==> src/rtl/grf_pkg.sv <==
// Shared definitions for the general register file and its scoreboard.
package grf_pkg;
  localparam int NREG = 32;
  localparam int AW   = $clog2(NREG);

  typedef logic [AW-1:0]   reg_addr_t;
  typedef logic [NREG-1:0] reg_mask_t;

  localparam reg_addr_t REG_ZERO = '0;
endpackage

==> src/rtl/grf_sb_hazard.sv <==
// Combinational issue check: effective busy bits (with optional writeback
// bypass), operand/destination hazards and outstanding-write capacity.
module grf_sb_hazard
  import grf_pkg::*;
#(
  parameter int NREG        = grf_pkg::NREG,
  parameter int AW          = grf_pkg::AW,
  parameter int MAX_PENDING = 8,
  parameter int WB_BYPASS   = 1,
  parameter int CW          = $clog2(MAX_PENDING + 1)
) (
  input  logic [NREG-1:0] busy_mask,
  input  logic [CW-1:0]   pending_cnt,
  input  logic            flush,
  input  logic [AW-1:0]   iss_rs,
  input  logic            iss_rs_used,
  input  logic [AW-1:0]   iss_rt,
  input  logic            iss_rt_used,
  input  logic [AW-1:0]   iss_rd,
  input  logic            iss_rd_we,
  input  logic            wb_valid,
  input  logic [AW-1:0]   wb_addr,
  output logic            wb_hit,
  output logic            iss_ready
);
  logic [NREG-1:0] eff;
  logic            rel;
  logic            sets;
  logic [CW:0]     cnt_eff;
  logic            slot_free;

  // Bypass lets a same-cycle writeback release its register for this check.
  always_comb begin
    wb_hit  = wb_valid && (wb_addr != AW'(REG_ZERO)) && busy_mask[wb_addr];
    rel     = (WB_BYPASS != 0) && wb_hit;
    eff     = busy_mask;
    if (rel) eff[wb_addr] = 1'b0;
    sets    = iss_rd_we && (iss_rd != AW'(REG_ZERO));
    cnt_eff = {1'b0, pending_cnt} - {{CW{1'b0}}, rel};
    slot_free = !sets || (cnt_eff < (CW+1)'(MAX_PENDING));
    iss_ready = !flush
             && !(iss_rs_used && eff[iss_rs])
             && !(iss_rt_used && eff[iss_rt])
             && !(iss_rd_we   && eff[iss_rd])
             && slot_free;
  end
endmodule

==> src/rtl/grf_scoreboard.sv <==
// GRF busy scoreboard: tracks in-flight writes, stalls issue on hazards,
// releases registers on writeback and flags writebacks to idle registers.
module grf_scoreboard
  import grf_pkg::*;
#(
  parameter int NREG        = grf_pkg::NREG,
  parameter int AW          = grf_pkg::AW,
  parameter int MAX_PENDING = 8,
  parameter int WB_BYPASS   = 1,
  localparam int CW         = $clog2(MAX_PENDING + 1)
) (
  input  logic            clk,
  input  logic            reset,
  input  logic            flush,
  input  logic            iss_valid,
  input  logic [AW-1:0]   iss_rs,
  input  logic            iss_rs_used,
  input  logic [AW-1:0]   iss_rt,
  input  logic            iss_rt_used,
  input  logic [AW-1:0]   iss_rd,
  input  logic            iss_rd_we,
  output logic            iss_ready,
  input  logic            wb_valid,
  input  logic [AW-1:0]   wb_addr,
  output logic [NREG-1:0] busy_mask,
  output logic [CW-1:0]   pending_cnt,
  output logic            err_spurious_wb
);
  logic            wb_hit;
  logic            set;
  logic            inc;
  logic            dec;
  logic            spurious;
  logic [NREG-1:0] mask_next;
  logic [CW-1:0]   cnt_next;

  grf_sb_hazard #(
    .NREG(NREG), .AW(AW), .MAX_PENDING(MAX_PENDING), .WB_BYPASS(WB_BYPASS), .CW(CW)
  ) u_hazard (
    .busy_mask  (busy_mask),
    .pending_cnt(pending_cnt),
    .flush      (flush),
    .iss_rs     (iss_rs),
    .iss_rs_used(iss_rs_used),
    .iss_rt     (iss_rt),
    .iss_rt_used(iss_rt_used),
    .iss_rd     (iss_rd),
    .iss_rd_we  (iss_rd_we),
    .wb_valid   (wb_valid),
    .wb_addr    (wb_addr),
    .wb_hit     (wb_hit),
    .iss_ready  (iss_ready)
  );

  // Next mask/count. Counting bit transitions keeps pending_cnt equal to the
  // popcount when a set and a clear collide on one register (set wins).
  always_comb begin
    set       = iss_valid && iss_ready && iss_rd_we && (iss_rd != AW'(REG_ZERO));
    spurious  = wb_valid && (wb_addr != AW'(REG_ZERO)) && !busy_mask[wb_addr];
    inc       = set && !busy_mask[iss_rd];
    dec       = wb_hit && !(set && (iss_rd == wb_addr));
    mask_next = busy_mask;
    if (dec) mask_next[wb_addr] = 1'b0;
    if (set) mask_next[iss_rd]  = 1'b1;
    cnt_next  = pending_cnt;
    if (inc && !dec)      cnt_next = pending_cnt + CW'(1);
    else if (dec && !inc) cnt_next = pending_cnt - CW'(1);
  end

  // State registers; flush squashes outstanding writes but keeps error history.
  always_ff @(posedge clk) begin
    if (reset) begin
      busy_mask       <= '0;
      pending_cnt     <= '0;
      err_spurious_wb <= 1'b0;
    end else begin
      err_spurious_wb <= err_spurious_wb | spurious;
      if (flush) begin
        busy_mask   <= '0;
        pending_cnt <= '0;
      end else begin
        busy_mask   <= mask_next;
        pending_cnt <= cnt_next;
      end
    end
  end
endmodule

==> config.mk <==
export PLATFORM = sky130hd
export DESIGN_NAME = grf_scoreboard
export DESIGN_NICKNAME = d
export VERILOG_FILES = /design/src/rtl/grf_pkg.sv /design/src/rtl/grf_sb_hazard.sv /design/src/rtl/grf_scoreboard.sv
export SDC_FILE = /design/constraint.sdc
export NUM_CORES = 1
export LEC_CHECK = 0
export CAP_MARGIN = 0
export CORE_UTILIZATION = 55
export DETAILED_ROUTE_END_ITERATION = 12
export GPL_TIMING_DRIVEN = 1
export HOLD_SLACK_MARGIN = 0.15
export MAX_ROUTING_LAYER = met4
export PLACE_DENSITY = 0.82
export SLEW_MARGIN = 5
export SYNTH_ARGS = -nofsm -noshare
export SYNTH_HDL_FRONTEND = slang
export SYNTH_HIERARCHICAL = 1
export SYNTH_SLANG_ARGS = --single-unit
==> constraint.sdc <==
create_clock -name clk -period 7.8 [get_ports clk]
set_clock_uncertainty 0.1 [all_clocks]
set_input_delay 1.56 -clock clk [delete_from_list [all_inputs] [get_ports clk]]
set_output_delay 1.56 -clock clk [all_outputs]
set_load 0.02 [all_outputs]
==> impl_results.md <==
* Via density at 7.24
* TritonCTS clock tree: built
* Net Count, Synth at about 550
* Max-slew violations at 0
* Chip Height at 88.3 µm
* Yosys top cell area share at 18.1%
* Mapped cell area at around 4000 µm²
* CP Capture Type: output pin
* Endpoints failing hold at 0
* Syn Area/Cell at 7.98 µm²
* Outcome: finished clean
* CP Launch Type: input pin
* Area of the die at 7790 µm²
* Seq/Total Area, Yosys at 18.1%
* Initial core utilization at between 50 and 60%
* Total chip power at a little over 500 µW
* Via Count at around 5,000
* Largest net degree at the start of global routing at 32
* DP Wirelength at around 12 mm
* PwrDens at slightly above 100 nW/µm²
* DP Cell Count at 671
* Die width at between 80 and 90 µm
* Min Clock Period, post-route at between 7000 and 8000 ps
* 1st-pass router iterations at 5
* # hold bufs at CTS at 0
* Tightest Pin Transition at approximately 760 ps
* Placement Cell Area at roughly 4900 µm²
* Clock Latency Late Sink at ~310 ps
* Fin crit share at a little over nine tenths
* Unrepaired setup endpoints after global routing: false
* Number of global-route vias before repair at roughly 4,500
* Fillers at 577
* Layout cells sized above 1 at between 15 and 20%
* # IOs at 66
* Largest area contributor in the netlist: dfxtp_1
* Clock buffer depth at 2
* Post-synthesis cell count at just over 500
* Synth Warn # at 6
* Max Fclk at about 130 MHz
* Placeable core area at between 7000 and 8000 µm²
* Port Buf Inserts at 65
* DRT iter0 DRCs at roughly 740
* Design Area, Final at about 5100 µm²
* Post-Route Utilization at 70.1%
* Clk sink count at 37
* CTS Root Cell: clkbuf_8
* Residual DRC at 0
* Final std cells w/o fill at 679
* Number of antenna diodes at 0
* Crit path DAT at slightly above 6000 ps
* Max Cap Viol at 0
* Leakage at about 0.0018 µW
* First-pass GRT wire length at ~25 mm
* Post-route antenna net violation count at 0
* Setup slack, reg-to-reg at 1950 ps
* Post-synth cell types at 70
* Peak VDD IR at between 0.00007 and 0.00008 V
* Critical Path RT at slightly above 6000 ps
* Main area contributors after synthesis: dfxtp_1 18%, mux4_2 9.4%, mux2i_1 6.4%, o21ai_0 5.7%, a21oi_1 5.0%
* Area growth syn-to-layout at 23.6%
* CTS buffer count at 5
* Setup tns final at 0 ps
* Endpoints failing setup at 0
* Final net count at roughly 610
* Total wire length at 16.5 mm
* Hold Path Class: reg2reg
* Grt total ovfl at 0
* Total track usage at between 40 and 50%
* Std cell rows at 31
* Routability Congestion at between 1 and 1.5
* Yosys reg bits at 37
* CP max FO at 20
* Dominant synthesized flop cell: dfxtp_1
* H-Tree Depth at 2
* Rel. slew slack at roughly 49%
* Ys async rst share at 0%
* WL/cell at around 24 µm
* Clk pin slew, worst setup/hold paths at about 80 ps
* Post-synth EDFFs at 0
* Initial antenna violation count at 0
* WS Path Type: in2out
-- per-layer routing --
| metal | GRT usage [%] | vias up | share of wire [%] |
|---|---|---|---|
| met2 | 66.7 | 424 | 45 |
| met5 | - | - | 0 |
| li1 | - | 2104 | - |
| met4 | 24.5 | 0 | 5.8 |
| met3 | 7.74 | 104 | 11 |
| met1 | 56.9 | 2281 | 38 |
-- report_power, final --
group / total, µW / switching (µW) / internal (µW)
registers: 193 / 2.24 / 190
clock network: 178 / 82.2 / 95.9
logic: 140 / 82.9 / 57.2
-- placed cells by master (no fill, tap or decap), types with 4 or more instances in the layout --
cell | synthesis | layout
a21oi_1 | 41 | 41
a221oi_1 | 4 | 4
a22oi_1 | 6 | 6
and3b_1 | 4 | 4
buf_4 | 3 | 37
clkbuf_8 | 0 | 5
clkdlybuf4s50_1 | 0 | 64
dfxtp_1 | 37 | 37
inv_1 | 12 | 12
mux2_2 | 7 | 7
mux2i_1 | 26 | 26
mux4_2 | 17 | 17
nand2_1 | 26 | 26
nand2b_1 | 9 | 9
nand3_1 | 16 | 16
nand3b_1 | 11 | 11
nor2_1 | 53 | 53
nor2b_1 | 6 | 6
nor3_1 | 12 | 12
nor3b_1 | 4 | 4
nor4_1 | 5 | 5
o21ai_0 | 47 | 47
o22ai_1 | 13 | 13
o311ai_0 | 4 | 4
o31a_1 | 6 | 6
o31ai_1 | 17 | 15
or2_2 | 4 | 4
or3_1 | 4 | 4
xnor2_1 | 5 | 5
xor2_1 | 8 | 8
-- through the flow --
stage | setup slack, ps | hold slack (ps)
2_1_floorplan | 295 | 428
3_3_place_gp | 310 | 356
3_5_place_dp | 64.9 | 368
4_1_cts | 207 | 385
5_1_grt | 4.00 | 449
6_report | 96.0 | 390
-- flip-flops by register name, summed over array words and instances (netlist names) --
register / flops
busy_mask: 32
pending_cnt: 4
err_spurious_wb: 1
-- path summary, 6_finish.rpt --
path | cells past startpoint | start | end
max | 13 | wb_addr[4] | iss_ready
min | 2 | err_spurious_wb | err_spurious_wb
max reg2reg | 22 | busy_mask[3] | pending_cnt[3]
min reg2reg | 2 | err_spurious_wb | err_spurious_wb
-- worst max-delay path: stages --
cell	delay [ps]
clkdlybuf4s50_1	590
or3b_1	550
o22ai_1	240
nor3_1	80
o211a_1	290
buf_4	230
o31ai_1	350
o22ai_1	160
a311oi_1	310
a311oi_1	140
or4b_1	540
nor4_2	350
clkdlybuf4s50_1	660
-- cells by family after synthesis --
group	share of synthesized area, %
and+or+nand+nor	23.9
xor gates and xnor gates	2.78
buffers and inverters	6.11
AOI/OAI and AO/OA	28.1
muxes	19.6
adders and majority gates	1.41
DFF	18.1
-- final cells by class --
type	instances	area (µm²)	area share [%]
multi-input cells	421	3110	61.5
repair buffers	102	923	18.2
flip-flops and latches	37	741	14.6
well taps	99	124	2.45
clock buffers	5	68.8	1.36
clock inverters	3	46.3	0.915
inverters	12	45.0	0.890
-- what timing repair did --
item | 4_1_cts | 5_1_grt
resized for setup | 0 | 2
endpoints found under the setup margin | 0 | 1
hold endpoints to repair | 0 | 0
buffers inserted | 0 | 0
-- cells in the mapped netlist (all sizes together) (5+ instances only) --
library cell and count:
mux4 20, nand3b 11, o22ai 13, xor2 8, o31a 6, a21oi 41, o31ai 18, buf 16
nor2 55, mux2 7, nor3b 5, nand2b 9, inv 12, clkbuf 27, nand2 26, o21ai 47
nor2b 6, dfxtp 37, a22oi 6, nand3 16, nor3 13, mux2i 26, xnor2 5, nor4 7
Power figures use the tool's default switching activity.
